--- src/rtl/ltc2600_channel_scheduler.sv ---
// Per-channel setpoint/power-down scheduler for an LTC2600-style serial DAC writer.
// Keeps a shadow of every channel and issues one writer transaction at a time, round-robin.
module ltc2600_channel_scheduler #(
    parameter int unsigned DATA_WIDTH     = 16,
    parameter int unsigned N_CH           = 8,
    parameter int unsigned TIMEOUT_CYCLES = 1023
) (
    input  logic                  clk,
    input  logic                  rst,
    input  logic                  set_valid,
    input  logic [2:0]            set_ch,
    input  logic [DATA_WIDTH-1:0] set_data,
    input  logic                  pd_valid,
    input  logic [2:0]            pd_ch,
    input  logic                  flush,
    input  logic                  clr_err,
    output logic                  wr_start,
    output logic [3:0]            wr_command,
    output logic [3:0]            wr_address,
    output logic [DATA_WIDTH-1:0] wr_data,
    input  logic                  wr_done,
    output logic                  busy,
    output logic [N_CH-1:0]       pending,
    output logic                  timeout_err,
    output logic [2:0]            err_ch
);

    localparam int unsigned CntW = $clog2(TIMEOUT_CYCLES + 1);

    localparam logic [3:0] CmdWrite = 4'b0011;
    localparam logic [3:0] CmdPd    = 4'b0100;
    localparam logic [3:0] CmdNop   = 4'b1111;

    typedef enum logic [1:0] {StIdle, StWait, StGap} state_e;

    state_e                state_q, state_d;
    logic [N_CH-1:0]       dirty_q, dirty_d;
    logic [N_CH-1:0]       pd_pend_q, pd_pend_d;
    logic [DATA_WIDTH-1:0] shadow_q [N_CH];
    logic [DATA_WIDTH-1:0] shadow_d [N_CH];
    logic [2:0]            rr_ptr_q, rr_ptr_d;
    logic [2:0]            cur_ch_q, cur_ch_d;
    logic [CntW-1:0]       cnt_q, cnt_d;
    logic                  wr_start_q, wr_start_d;
    logic [3:0]            wr_command_q, wr_command_d;
    logic [3:0]            wr_address_q, wr_address_d;
    logic [DATA_WIDTH-1:0] wr_data_q, wr_data_d;
    logic                  timeout_err_q, timeout_err_d;
    logic [2:0]            err_ch_q, err_ch_d;

    logic                  found;
    logic [2:0]            sel_ch;
    logic [2:0]            idx;
    logic [2:0]            next_rr;

    assign pending = dirty_q | pd_pend_q;
    assign next_rr = (cur_ch_q == 3'(N_CH - 1)) ? 3'd0 : cur_ch_q + 3'd1;

    // First pending channel at or after rr_ptr, wrapping.
    always_comb begin
        found  = 1'b0;
        sel_ch = '0;
        idx    = '0;
        for (int unsigned i = 0; i < N_CH; i++) begin
            idx = 3'((32'(rr_ptr_q) + i) % N_CH);
            if (!found && pending[idx]) begin
                found  = 1'b1;
                sel_ch = idx;
            end
        end
    end

    always_comb begin
        state_d       = state_q;
        dirty_d       = dirty_q;
        pd_pend_d     = pd_pend_q;
        shadow_d      = shadow_q;
        rr_ptr_d      = rr_ptr_q;
        cur_ch_d      = cur_ch_q;
        cnt_d         = cnt_q;
        wr_start_d    = 1'b0;
        wr_command_d  = wr_command_q;
        wr_address_d  = wr_address_q;
        wr_data_d     = wr_data_q;
        timeout_err_d = timeout_err_q;
        err_ch_d      = err_ch_q;

        if (clr_err) timeout_err_d = 1'b0;

        unique case (state_q)
            StIdle: begin
                wr_command_d = CmdNop;
                if (found) begin
                    wr_start_d   = 1'b1;
                    cur_ch_d     = sel_ch;
                    cnt_d        = '0;
                    state_d      = StWait;
                    wr_address_d = {1'b0, sel_ch};
                    if (pd_pend_q[sel_ch]) begin
                        wr_command_d = CmdPd;
                        wr_data_d    = '0;
                    end else begin
                        wr_command_d = CmdWrite;
                        wr_data_d    = shadow_q[sel_ch];
                    end
                    dirty_d[sel_ch]   = 1'b0;
                    pd_pend_d[sel_ch] = 1'b0;
                end
            end
            StWait: begin
                if (wr_done) begin
                    state_d  = StGap;
                    rr_ptr_d = next_rr;
                end else if (cnt_q == CntW'(TIMEOUT_CYCLES - 1)) begin
                    // Timed-out request is dropped; the timeout wins over clr_err.
                    timeout_err_d = 1'b1;
                    err_ch_d      = cur_ch_q;
                    state_d       = StGap;
                    rr_ptr_d      = next_rr;
                end else begin
                    cnt_d = cnt_q + 1'b1;
                end
            end
            StGap: begin
                state_d      = StIdle;
                wr_command_d = CmdNop;
            end
            default: state_d = StIdle;
        endcase

        // New requests land on top of the issue-clear, so in-flight channels get re-queued.
        if (flush) dirty_d = dirty_d | ~pd_pend_q;
        if (set_valid && (32'(set_ch) < N_CH)) begin
            shadow_d[set_ch]  = set_data;
            dirty_d[set_ch]   = 1'b1;
            pd_pend_d[set_ch] = 1'b0;
        end
        if (pd_valid && (32'(pd_ch) < N_CH)) begin
            pd_pend_d[pd_ch] = 1'b1;
            dirty_d[pd_ch]   = 1'b0;
        end
    end

    always_ff @(posedge clk) begin
        if (rst) begin
            state_q       <= StIdle;
            dirty_q       <= '0;
            pd_pend_q     <= '0;
            shadow_q      <= '{default: '0};
            rr_ptr_q      <= '0;
            cur_ch_q      <= '0;
            cnt_q         <= '0;
            wr_start_q    <= 1'b0;
            wr_command_q  <= CmdNop;
            wr_address_q  <= '0;
            wr_data_q     <= '0;
            timeout_err_q <= 1'b0;
            err_ch_q      <= '0;
        end else begin
            state_q       <= state_d;
            dirty_q       <= dirty_d;
            pd_pend_q     <= pd_pend_d;
            shadow_q      <= shadow_d;
            rr_ptr_q      <= rr_ptr_d;
            cur_ch_q      <= cur_ch_d;
            cnt_q         <= cnt_d;
            wr_start_q    <= wr_start_d;
            wr_command_q  <= wr_command_d;
            wr_address_q  <= wr_address_d;
            wr_data_q     <= wr_data_d;
            timeout_err_q <= timeout_err_d;
            err_ch_q      <= err_ch_d;
        end
    end

    assign wr_start    = wr_start_q;
    assign wr_command  = wr_command_q;
    assign wr_address  = wr_address_q;
    assign wr_data     = wr_data_q;
    assign busy        = (state_q != StIdle);
    assign timeout_err = timeout_err_q;
    assign err_ch      = err_ch_q;

endmodule

--- config.mk ---
export PLATFORM = sky130hd
export DESIGN_NAME = ltc2600_channel_scheduler
export DESIGN_NICKNAME = d
export VERILOG_FILES = /design/src/rtl/ltc2600_channel_scheduler.sv
export SDC_FILE = /design/constraint.sdc
export NUM_CORES = 1
export LEC_CHECK = 0
export CAP_MARGIN = 25
export CORE_UTILIZATION = 25
export CTS_CLUSTER_SIZE = 28
export DETAILED_ROUTE_END_ITERATION = 8
export GPL_ROUTABILITY_DRIVEN = 1
export SLEW_MARGIN = 5
export SYNTH_ARGS = -nofsm -noshare
export SYNTH_HDL_FRONTEND = slang
export SYNTH_SLANG_ARGS = --single-unit
--- constraint.sdc ---
create_clock -name clk -period 4.48 [get_ports clk]
set_input_delay 0.896 -clock clk [delete_from_list [all_inputs] [get_ports clk]]
set_output_delay 0.896 -clock clk [all_outputs]
set_load 0.05 [all_outputs]
* Yosys cells after proc, flatten, opt, wreduce, memory -nomap -nowiden
Index checks and enable logic that the tools add are counted.
** Storage, ports and cells
- Flip-flop bits (word level) :: 187
- Bits of input ports :: 29
- Output and inout bits :: 38
- Word-level logic and storage cells :: 173
** Operators by class
- Add/sub/neg operators :: 9
- Magnitude comparators :: 17
- Equality and inequality tests :: 8
- Multiplexer cells :: 75
- Bitwise operators :: 16
- Reductions and logical operators :: 29
** Operators with widths (number)
- bitwise mux 128 bit :: 1
- 2-to-1 mux 8 bit :: 9
- 2-to-1 mux 16 bit :: 4
- binary-select mux 16 bit (select 3 bit) :: 1
- demux 16 bit (select 3 bit) :: 1
- < comparator 3 x 4 -> 1 bit (second input constant) :: 11
- 2-to-1 mux 3 bit :: 12
- bitwise AND 8 bit :: 4
- inverter 8 bit :: 4
- bitwise OR 8 bit :: 4
- 2-to-1 mux 10 bit :: 3
- binary-select mux 1 bit (select 3 bit) :: 9
- 2-to-1 mux 1 bit :: 25
- case mux 10 bit (2 select lines) :: 1
- adder 3 bit (second input constant) :: 4
- logical AND 1 bit :: 11
- adder 10 x 1 -> 10 bit (second input constant) :: 1
- equality test 10 bit (second input constant) :: 1
- demux 1 bit (select 3 bit) :: 3
- >= comparator 3 x 1 -> 1 bit (second input constant) :: 3
- >= comparator 4 bit (second input constant) :: 2
- inverter 3 -> 4 bit :: 2
- case mux 4 bit (2 select lines) :: 1
- nonzero test 2 bit :: 4
- other kinds (18) :: 33

* Depth between registers and ports, before layout
Gate-level depths: netlist (run 1).
- Depth after elaboration :: 39
- Gate-level depth with buffers :: 17
- Gate-level depth less buffers :: 13

* Worst setup path before layout (run 1)
No wires, ideal clock.
- Path type :: reg2reg
- From :: reg rr_ptr_q[1]
- To :: reg wr_data_q[10] (netlist: wr_data[10])
- Library setup time :: 118 ps
- Arrival time :: 3656 ps
- Required time :: 4362 ps
- Path slack :: 706 ps
- Stages on the path, launching flop included :: 16
- Path buffers :: 3
- Period minus slack after synthesis :: 3774 ps
- Cells stage by stage :: dfxtp_1 > buf_2 > clkinv_1 > ha_1 > clkbuf_1 > mux4_2 > a221o_1 > nor2b_1 > and2_1 > o21ai_1 > a221oi_4 > nor2_1 > a22o_1 > o31ai_4 > buf_6 > o21ai_1
** Between the ends
- Word-level cells in the longest chain between the ends :: 29
- Elaborated cells on any way between the ends :: 61
- Classes of those cells :: add/sub: 7; mux: 38; bitwise: 1; reduce/logical: 15
** Ends and longest elaborated chain
- from (decl) :: line 41 : logic [2:0] rr_ptr_q, rr_ptr_d;
- from (signal assigned) :: line 164 : rr_ptr_q <= rr_ptr_d;
- parallel branches: the longest is 29 deep, another holds adder 3 x 1 -> 3 bit
- to (signal assigned) :: line 170 : wr_data_q <= wr_data_d;
- to (decl) :: line 47 : logic [DATA_WIDTH-1:0] wr_data_q, wr_data_d;
Several ways; the timed one is not identified. The select of a mux whose other input is x is not followed.
A chain may end at the register's enable or synchronous reset.

* Final worst setup path (run 1)
- From :: reg rr_ptr_q[0]
- To :: reg dirty_q[6]
** Between the ends
- Word-level cells in the longest chain between the ends :: 38
- Elaborated cells on any way between the ends :: 68
- Classes of those cells :: add/sub: 7; order compare: 2; mux: 39; bitwise: 5; reduce/logical: 15
** Ends and longest elaborated chain
- parallel branches: the longest is 30 deep, another holds adder 3 x 1 -> 3 bit
- 2-to-1 mux 8 bit (*) :: line 93 : if (found) begin
- 2-to-1 mux 8 bit (*) :: line 90 : unique case (state_q)
- bitwise OR 8 bit :: line 132 : if (flush) dirty_d = dirty_d | ~pd_pend_q;
- 2-to-1 mux 8 bit (*) :: line 132
- bitwise OR 8 bit (no line)
- 2-to-1 mux 8 bit (*) :: line 133 : if (set_valid && (32'(set_ch) < N_CH)) begin
- bitwise AND 8 bit (no line)
- 2-to-1 mux 8 bit (*) :: line 138 : if (pd_valid && (32'(pd_ch) < N_CH)) begin
- to (signal assigned) :: line 161 : dirty_q <= dirty_d;
- to (decl) :: line 37 : logic [N_CH-1:0] dirty_q, dirty_d;
Mark *: on every way between the ends. The select of a mux whose other input is x is not followed.

==> flow_metrics.py, run 1 <==
metrics = {
    "power_and_ir_drop": {
        "p_sw_mw": 1.66,
        "power_leakage_nw": 3.67,
        "intPower_mw": 3.10,
        "combPwrFrac_pct": 30.6,
        "power_frac_seq_pct": 37.1,
        "max-vdd-ir-drop_mv": 0.280,
        "swShare_pct": 34.9,
        "powerDensity_nw_per_um2": 441,
        "p_clk_share_pct": 32.3,
    },
    "floorplanning": {
        "dieWidth_um": 192,
        "die-area_um2": 36900,
        "rows": 69,
        "ioPinCount": 67,
        "fp.dieH_um": 192,
        "start_util_pct": 25.4,
        "core_area_um2": 35600,
    },
    "place": {
        "dpl.hpwl_um": 17700,
        "finalWeightedCongestion": 0.910,
        "dp.cells": 1591,
        "place_area_um2": 10200,
        "portBuffers": 65,
    },
    "logic_synthesis": {
        "synth_top_family_by_area": "simple AND/OR/NAND/NOR gates",
        "synth-simple-area-share_pct": 20.8,
        "synth.net_count": 1147,
        "synth_edf_count": 0,
        "ys_warn_count": 0,
        "ys_types": 60,
        "syn_inst": 1112,
        "yosysSeqAreaShare_pct": 41.3,
        "syn_avg_cell_area_um2": 8.11,
        "async_reset_ff_share_pct": 0,
        "synthMuxAreaShare_pct": 16.8,
        "yosys.area_share.adder_pct": 0.832,
        "synth_compound_area_share_pct": 14.2,
        "synth_seq_cells": 186,
        "synth_xor_area_share_pct": 0.860,
        "syn-cell-area_um2": 9020,
        "synth_flop_cell": "dfxtp_1",
    },
    "sta": {
        "fin_crit_sh_pct": 91.9,
        "max_freq_ghz": 0.243,
        "rsz0062_at_grt": "no",
        "fin_skew_ns": 0.0170,
        "setup_violations": 0,
        "period_minus_slack_ns": 4.12,
        "hold-worst-slack_ns": 0.454,
        "max-slew-margin-rel_pct": 32.2,
        "fin_tns_setup_ns": 0,
        "final-hold-violation-count": 0,
        "final_max_slew_viol_count": 0,
        "worst_pin_slew_ns": 1.01,
    },
    "finish": {
        "n_antenna_cell": 0,
        "finalInstanceArea_um2": 10800,
        "fin_cells": 1625,
        "syn2layout_area_growth_pct": 19.8,
        "final_common_cell": "nand2_1",
        "final_cell_mix": "nand2_1, dfxtp_1, a21oi_1",
        "drive_above_1_share_pct": 8.76,
        "utilization_pct": 30.4,
        "final_nets": 1186,
    },
    "worst_setup_path": {
        "worstPathMaxFanout": 33,
        "r2r_cells": 13,
        "r2r-end": "dirty_q[6]",
        "critPathKind": "flip-flop to flip-flop",
        "ff2ff_setup_slack_ns": 0.36,
        "startpoint_type": "flip-flop",
        "crit_path_end_kind": "flip-flop",
        "cp.arrival_ns": 4.39,
        "reg2reg_from": "rr_ptr_q[0]",
        "worstPathRequired_ns": 4.75,
    },
    "clock_network": {
        "htreeDepth": 4,
        "clockBufferDepth": 2,
        "cts-root-buf": "clkbuf_16",
        "cts_made_buffers": 17,
        "clock_latency_ns": 0.44,
        "clkTransAtPathRegs_ns": 0.08,
        "clock-sinks": 186,
        "tritoncts": "built",
    },
    "route": {
        "wirelength_met1_um": 12500,
        "highest_layer": "met4",
        "wire_per_inst_um": 16.5,
        "via_per_inst": 4.89,
        "met3_length_um": 1620,
        "vias": 7946,
        "wl_um": 26800,
        "wl_met2_um": 12300,
        "firstDrtPassIters": 4,
        "initialDrtViolationCount": 594,
        "route.detailed.drc": 0,
        "ant_nets": 0,
    },
    "hold_path": {
        "worstHoldStart": "wr_data[12]",
        "worstHoldPathCells": 2,
        "hold_path.class": "flip-flop to flip-flop",
        "hold_path_end": "wr_data[12]",
    },
    "grt": {
        "overflow": 0,
        "grt_pass1_vias": 7264,
        "grt_pass1_wl_um": 41500,
        "grt_antenna_before_repair": 0,
        "track_usage_pct": 14.7,
        "grt_start_max_net_pins": 86,
    },
    "status": {
        "status": "completed",
    },
    "run": {
        "drv_cap": 0,
    },
}
[worst max-delay path by stage]
| stage | cells after the start | to | slack [ns] | start |
|---|---|---|---|---|
| 2_1_floorplan | 15 | wr_data[10] | 0.71 | rr_ptr_q[1] |
| 3_3_place_gp | 12 | wr_data[3] | 0.25 | rr_ptr_q[0] |
| 3_5_place_dp | 12 | wr_data[6] | 0.16 | rr_ptr_q[0] |
| 4_1_cts | 12 | wr_data[4] | 0.14 | rr_ptr_q[0] |
| 5_1_grt | 13 | dirty_q[6] | 0.007 | rr_ptr_q[0] |
| 6_report | 13 | dirty_q[6] | 0.36 | rr_ptr_q[0] |
[Yosys cell counts, types with 7 or more instances]
cell      instances  area, um2
mux4_2           12        270
o21ai_1          11       55.1
o21ai_0          13       65.1
nand3_1          11       55.1
nor2_1           66        248
a221oi_1          8       70.1
a21oi_1         148        741
inv_1            20       75.1
clkbuf_1         44        165
clkbuf_2         13       65.1
mux2i_1         123       1230
o22ai_1           7       43.8
buf_1             7       26.3
nor3_1           30        150
a31oi_1           9       56.3
dfxtp_1         186       3720
nand2b_1         10       62.6
nand2_1         294       1100
buf_2            12       60.1
[routing by layer]
metal | track usage [%] | vias up
li1 | - | 3860
met1 | 20.3 | 3795
met2 | 23.3 | 260
met3 | 2.30 | 31
met4 | 4.51 | 0
met5 | 0 | -
[layout make-up]
cell class	instances	area, um2
multi-input combinational	818	4860
sequential	186	3720
tap	461	577
timing repair buffer	103	958
inverter	25	93.8
clock inverter	13	154
clock buffer	19	443
fill	3809	24800
[worst max-delay path, stage by stage, from the launching register on]
cell	delay, ns
dfxtp_1	0.51
buf_4	0.27
nor3b_2	0.25
o22ai_1	0.11
mux4_2	0.54
nor3_4	0.30
and2_1	0.19
o21ai_1	0.10
a221oi_4	0.37
buf_4	0.21
buf_4	0.54
nand3_1	0.18
a221oi_1	0.28
nor3_1	0.09
[power groups by stage]
stage                     Sequential (mW)  Clock [mW]  Combinational (mW)
after detailed placement             1.81           0                1.43
final                                1.77        1.54                1.46
after floorplan                      1.85           0               0.986
after global placement               1.81           0                1.43
after global routing                 1.78        1.62                1.55
after CTS                            1.77        1.56                1.44
[sequential cells by signal (all words and copies together) (netlist names)]
signal       cells
cnt_q           10
wr_data         16
dirty_q          8
err_ch           3
wr_command       3
shadow_q       128
state_q          2
rr_ptr_q         3
wr_address       3
timeout_err      1
wr_start         1
pd_pend_q        8
[kinds of logic after synthesis]
kind of cell    after synthesis
compound gates              221
other cells                   1
xor+xnor                      8
buf+inv                     108
fa+ha+maj                     6
mux                         136
simple gates                446
flops                       186
[through the flow]
| stage | total power [mW] | setup WS, ns |
|---|---|---|
| 2_1_floorplan | 2.84 | 0.706 |
| 3_3_place_gp | 3.23 | 0.247 |
| 3_5_place_dp | 3.24 | 0.155 |
| 4_1_cts | 4.77 | 0.137 |
| 5_1_grt | 4.95 | 0.00728 |
| 6_report | 4.76 | 0.362 |
[what timing repair did]
item	4_1_cts	5_1_grt
resized for setup	0	0
endpoints found under the hold margin	0	0
hold buffers	0	0
setup endpoints to repair	0	17
buffers inserted	0	2
Note: power is estimated with default switching activity, not from simulation.
==> run 2, diff against run 1 <==
--- a/config.mk
+++ b/config.mk
@@ -10,7 +10,6 @@
 export CTS_CLUSTER_SIZE = 28
 export DETAILED_ROUTE_END_ITERATION = 8
 export GPL_ROUTABILITY_DRIVEN = 1
-export SLEW_MARGIN = 5
 export SYNTH_ARGS = -nofsm -noshare
 export SYNTH_HDL_FRONTEND = slang
 export SYNTH_SLANG_ARGS = --single-unit
==> results of run 2 <==
Final layout, timing and power as in run 1 (identical DEF).
==> run 3, diff against run 2 <==
--- a/config.mk
+++ b/config.mk
@@ -5,7 +5,7 @@
 export SDC_FILE = /design/constraint.sdc
 export NUM_CORES = 1
 export LEC_CHECK = 0
-export CAP_MARGIN = 25
+export CAP_MARGIN = 20
 export CORE_UTILIZATION = 25
 export CTS_CLUSTER_SIZE = 28
 export DETAILED_ROUTE_END_ITERATION = 8
==> results of run 3 <==
Final layout, timing and power as in run 1 (identical DEF).
==> patch 1, RTL diff (flow settings as in run 2) <==
`wr_address_q` and `wr_data_q` no longer have a reset.
--- a/src/rtl/ltc2600_channel_scheduler.sv
+++ b/src/rtl/ltc2600_channel_scheduler.sv
@@ -153,6 +153,4 @@
             wr_start_q    <= 1'b0;
             wr_command_q  <= CmdNop;
-            wr_address_q  <= '0;
-            wr_data_q     <= '0;
             timeout_err_q <= 1'b0;
             err_ch_q      <= '0;
@@ -167,9 +165,12 @@
             wr_start_q    <= wr_start_d;
             wr_command_q  <= wr_command_d;
-            wr_address_q  <= wr_address_d;
-            wr_data_q     <= wr_data_d;
             timeout_err_q <= timeout_err_d;
             err_ch_q      <= err_ch_d;
         end
+    end
+
+    always_ff @(posedge clk) begin
+        wr_address_q <= wr_address_d;
+        wr_data_q    <= wr_data_d;
     end
 
Formal check against the unedited RTL: differs if rst is asserted again (counterexample within 4 cycles, from zero or initial values and one cycle with rst high); with rst held inactive, the same outputs for 4 cycles.
==> patch 1 against run 2 <==
- the run now ends with design-rule violations left
- sequential power increased by 15%
- wire length decreased by 0.32%
- area after synthesis increased by 1.5%
- global-route usage decreased by 0.43 points
- cell area increased by 0.45%
- first-iteration DRC count increased by 32%
- power increased by 27%
- critical path depth decreased by 2
- die area increased by 1.5%
- sequential cell count increased by 3
- final cell count decreased by 3.5%
- setup slack got worse by 0.081 ns
- clock power increased by 3%
- critical path type unchanged
- largest power group is now combinational logic
==> patch 1: results (changes against run 2) <==
** Finish
- The number of flip-flops under the largest register name is 128 (unchanged).
- The proportion of layout cells with a drive suffix above 1 was 0.126 (was 0.0876).
- Top reg by flops :: shadow_q (unchanged)
- Filler Cell Count :: 3,707 (was 3,809)

** Global route
- Number of global-route vias before repair :: 7,287 (was 7,264)
- Largest net degree at the start of global routing :: 96 (was 86)
- The number of antenna violations at the first check in global routing came to 1 (was 0).
- The met1 usage in global routing was 0.190 (was 0.203).
- Met3 usage :: 0.0338 (was 0.0230)
- The global-route wire length before repair was 41.8 mm (was 41.5 mm).
- GR Util met2 :: 0.229 (was 0.233)
- Total GRT Usage :: 0.142 (was 0.147)

** STA
- Worst-case clock skew :: 0.0219 ns (was 0.0170 ns)
- The slew of the pin with the lowest slew margin was 1.08 ns (was 1.01 ns).

** CTS
- The number of buffers created by CTS is 17 (unchanged).
- The number of buffers inserted by post-CTS setup repair is 0 (unchanged).

** Synthesis
- Commonest cells post-synth :: sky130_fd_sc_hd__nand2_1 (280), sky130_fd_sc_hd__dfxtp_1 (170), sky130_fd_sc_hd__a21oi_1 (144), sky130_fd_sc_hd__nor2_1 (57), sky130_fd_sc_hd__clkbuf_1 (54) (was sky130_fd_sc_hd__nand2_1 (294), sky130_fd_sc_hd__dfxtp_1 (186), sky130_fd_sc_hd__a21oi_1 (148), sky130_fd_sc_hd__mux2i_1 (123), sky130_fd_sc_hd__nor2_1 (66))
- Fraction of the yosys area taken by sequential cells :: 0.434 (was 0.413)
- Cell variety after synth :: 66 (was 60)
- Ranking of synthesized cells by area: sky130_fd_sc_hd__dfxtp_1 (37%), sky130_fd_sc_hd__nand2_1 (11%), sky130_fd_sc_hd__a21oi_1 (7.9%) (was sky130_fd_sc_hd__dfxtp_1 (41%), sky130_fd_sc_hd__mux2i_1 (14%), sky130_fd_sc_hd__nand2_1 (12%)).
- Post-Syn Nets :: 1,107 (was 1,147)
- Number of enable-type register cells in the synthesized netlist :: 19 (was 0)

** Detailed routing
- First drt pass iteration count :: 9 (was 4)
- The count of routing violations after the opening detailed-route iteration was 783 (was 594).
- Routed len/inst :: 17.1 um (was 16.5 um)
- Remaining routing DRC violations :: 6 (was 0)
- The routed via count divided by cell count is 4.91 (was 4.89).

** Outcome
- The final reports fail on design-rule violations.
- Result of the run: finished, violations left (was completed).

** Setup path
- Cell with the biggest individual delay on the critical path :: sky130_fd_sc_hd__mux4_2 (unchanged)
- The largest incremental delay on the critical path is 0.63 ns (was 0.54 ns).
- The kind of cell adding the most delay to the critical path is compound AO/OA/AOI/OAI gates (was buffers and inverters).
- The critical-path maximum fanout is 11 (was 33).
- The data arrival time at the worst-slack endpoint is 4.36 ns (was 4.39 ns).

** Power and ir drop
- The leakage dissipation came to 3.70 nW (was 3.67 nW).
- Worst voltage drop across the vdd grid :: 0.000325 V (was 0.000280 V)

** Placement
- The placed wire-length estimate after detailed placement is 17.2 mm (was 17.7 mm).
- The routability-driven placement congestion ratio was 0.907 (was 0.910).
- Instance area after placement :: 10,200 um^2 (about the same)
==> patch 1: cell count changes in the layout (fill, tap and decap cells not counted), sizes merged, moves of 7 or more <==
cell / before / now
a2111oi: 1 / 18
mux2i: 124 / 36
mux2: 0 / 37
inv: 27 / 34
nor3: 32 / 15
buf: 39 / 23
dfxtp: 186 / 170
o22ai: 7 / 18
nor2b: 6 / 19
a211oi: 1 / 22
nand2: 294 / 280
o21ai: 24 / 14
edfxtp: 0 / 19
==> patch 1: through the flow <==
| step | power [W] | setup slack [ns] | cells | hold slack, ns |
|---|---|---|---|---|
| detailed placement | 0.00448 | 0.0656 | 1536 | 0.443 |
| global placement | 0.00445 | 0.180 | 1536 | 0.438 |
| floorplan | 0.00377 | 0.0297 | 1072 | 0.432 |
| global route | 0.00628 | 0.0274 | 1568 | 0.470 |
| finish | 0.00603 | 0.282 | 1568 | 0.452 |
| CTS | 0.00605 | 0.0350 | 1568 | 0.454 |
==> patch 1: report_power, final <==
group | switching, W | total (W) | internal, W | leakage (nW)
Sequential | 0.000111 | 0.00203 | 0.00192 | 1.58
Clock | 0.000818 | 0.00159 | 0.000776 | 0.302
Combinational | 0.00153 | 0.00241 | 0.000883 | 1.82
Total | 0.00246 | 0.00603 | 0.00358 | 3.70
==> patch 1: path summary, 6_finish.rpt <==
kind	from	to	slack [ns]	depth (start not counted)
max	rr_ptr_q[1]	wr_data[13]	0.28	11
min	shadow_q[50]	shadow_q[50]	0.45	2
max reg2reg	rr_ptr_q[1]	wr_data[13]	0.28	11
min reg2reg	shadow_q[50]	shadow_q[50]	0.45	2
==> patch 1: kinds of logic (layout without fill, tap and decap cells) <==
family          Yosys count  in the layout  synth area share
flops                   189            189             0.434
other cells               1              1          0.000409
simple gates            423            423             0.196
xor+xnor                  8              8           0.00765
mux                      84             84             0.115
fa+ha+maj                 6              6           0.00819
buf+inv                 109            144            0.0518
compound gates          252            252             0.188
==> patch 1: cell type report <==
| type | count | area [um^2] | share of cell area |
|---|---|---|---|
| repair buffers | 87 | 830 | 0.0764 |
| clock buffers | 17 | 425 | 0.0392 |
| multi-input cells | 774 | 4760 | 0.438 |
| clock inverters | 15 | 196 | 0.0181 |
| inverters | 25 | 93.8 | 0.00864 |
| well taps | 461 | 577 | 0.0531 |
| flip-flops and latches | 189 | 3980 | 0.366 |
==> patch 1: per-layer routing <==
layer | vias to the layer above | routed length [um] | part of all wire
li1 | 3762 | - | -
met1 | 3639 | 12300 | 0.46
met2 | 265 | 12300 | 0.46
met3 | 36 | 1760 | 0.066
met4 | 2 | 374 | 0.014
met5 | - | 17 | 0.00064
==> patch 1: timing repair <==
item | CTS | global route
endpoints found under the setup margin | 0 | 15
hold buffers | 0 | 0
hold endpoints to repair | 0 | 0
gates resized for setup | 0 | 2
==> patch 2, RTL diff (flow settings as in run 2) <==
Without the edit above. Set the parameter `DATA_WIDTH` to 20 (it was 16).
--- a/src/rtl/ltc2600_channel_scheduler.sv
+++ b/src/rtl/ltc2600_channel_scheduler.sv
@@ -2,5 +2,5 @@
 // Keeps a shadow of every channel and issues one writer transaction at a time, round-robin.
 module ltc2600_channel_scheduler #(
-    parameter int unsigned DATA_WIDTH     = 16,
+    parameter int unsigned DATA_WIDTH     = 20,
     parameter int unsigned N_CH           = 8,
     parameter int unsigned TIMEOUT_CYCLES = 1023
Ports: changed (resized set_data and wr_data); port bits go from 67 to 75. No check against the original RTL was run, so the function may have changed too.
==> patch 2 against run 2 <==
- synthesized cell count rose by 17%
- sequential share of layout area rose by 0.47 points
- power rose by 44%
- cell area rose by 18%
- sequential cell count rose by 36
- area after synthesis rose by 18%
- setup slack got worse by 0.10 ns
- wire length rose by 21%
- global-route usage fell by 0.13 points
- critical path depth fell by 3
- via count rose by 18%
- clock power rose by 30%
- non-clock buffer count rose by 10
- critical endpoint is now wr_data[0]
- largest cell class unchanged
==> patch 2: results (changes against run 2) <==
** Synthesis
- The register area share after synthesis is 0.418 (was 0.413).
- Commonest cells post-synth :: sky130_fd_sc_hd__nand2_1 (366), sky130_fd_sc_hd__dfxtp_1 (222), sky130_fd_sc_hd__a21oi_1 (186), sky130_fd_sc_hd__clkbuf_1 (72), sky130_fd_sc_hd__nor2_1 (57) (was sky130_fd_sc_hd__nand2_1 (294), sky130_fd_sc_hd__dfxtp_1 (186), sky130_fd_sc_hd__a21oi_1 (148), sky130_fd_sc_hd__mux2i_1 (123), sky130_fd_sc_hd__nor2_1 (66))
- Ranking of synthesized cells by area :: sky130_fd_sc_hd__dfxtp_1 (42%), sky130_fd_sc_hd__nand2_1 (13%), sky130_fd_sc_hd__a21oi_1 (8.7%) (was sky130_fd_sc_hd__dfxtp_1 (41%), sky130_fd_sc_hd__mux2i_1 (14%), sky130_fd_sc_hd__nand2_1 (12%))
- Multiplexer area fraction after synthesis :: 0.120 (was 0.168)
- Post-Syn Nets :: 1,336 (was 1,147)

** Setup path
- Number of cells on the worst reg-to-reg path :: 10 (was 13)
- Maximum fanout along the worst path :: 22 (was 33)
- Worst reg2reg path startpoint :: rr_ptr_q[1] (was rr_ptr_q[0])
- Kind of cell with the highest combined delay on the critical path :: multiplexers (was buffers and inverters)

** STA
- Worst setup margin :: 0.261 ns (was 0.362 ns)
- Slew @ Worst Pin :: 0.942 ns (was 1.01 ns)
- Tightest hold margin :: 0.452 ns (was 0.454 ns)

** CTS
- Clock H-tree levels :: 1 (was 4)
- Longest Clk Path Bufs :: 3 (was 2)
- TritonCTS Buffers :: 25 (was 17)

** Detailed routing
- The count of routing violations after the opening detailed-route iteration was 668 (was 594).
- Routed length on met2 :: 14.9 mm (was 12.3 mm)
- Detail Route met3 WL :: 2.00 mm (was 1.62 mm)
- The sum of routed wire length over all layers came to 32.6 mm (was 26.8 mm).

** Power and ir drop
- Worst voltage drop across the vdd grid :: 0.000325 V (was 0.000280 V)
- Top power group :: combinational logic (was registers)
- The combinational share of power was 0.380 (was 0.306).

** Global route
- The largest net degree at the start of global routing is 116 (was 86).

** Finish
- The layout net count is 1,364 (was 1,186).
- The proportion of layout cells with a drive suffix above 1 came to 0.127 (was 0.0876).

** Outcome
- Result of the run: completed (unchanged).

** Worst hold path
- The source of the worst hold timing path was shadow_q[146] (was wr_data[12]).

** Placement
- Routability congestion estimate :: 0.878 (was 0.910)
-- patch 2: cell types whose count changed after synthesis, sizes merged, moves of 17 or more --
cell | before | now
o41ai | 0 | 21
dfxtp | 186 | 222
a22o | 3 | 21
nor3 | 32 | 15
a21oi | 148 | 186
mux2 | 0 | 42
nand2 | 294 | 366
clkbuf | 57 | 92
mux2i | 124 | 54
-- patch 2: cell type report --
type	instances	area, um^2
Timing Repair Buffer	113	1080
Multi-Input combinational cell	941	5630
Sequential cell	222	4440
Clock buffer	37	761
Tap cell	539	674
Inverter	22	82.6
Fill cell	4351	29200
Clock inverter	8	55.1
-- patch 2: layer usage --
| layer | GRT usage | up-vias |
|---|---|---|
| met2 | 0.230 | 328 |
| met5 | 0 | - |
| met4 | 0.0485 | 0 |
| met1 | 0.199 | 4446 |
| li1 | - | 4523 |
| met3 | 0.0245 | 55 |
-- patch 2: timing repair --
item | CTS | global route
buffers inserted | 0 | 0
endpoints found under the setup margin | 0 | 20
hold buffers | 0 | 0
resized for setup | 0 | 2
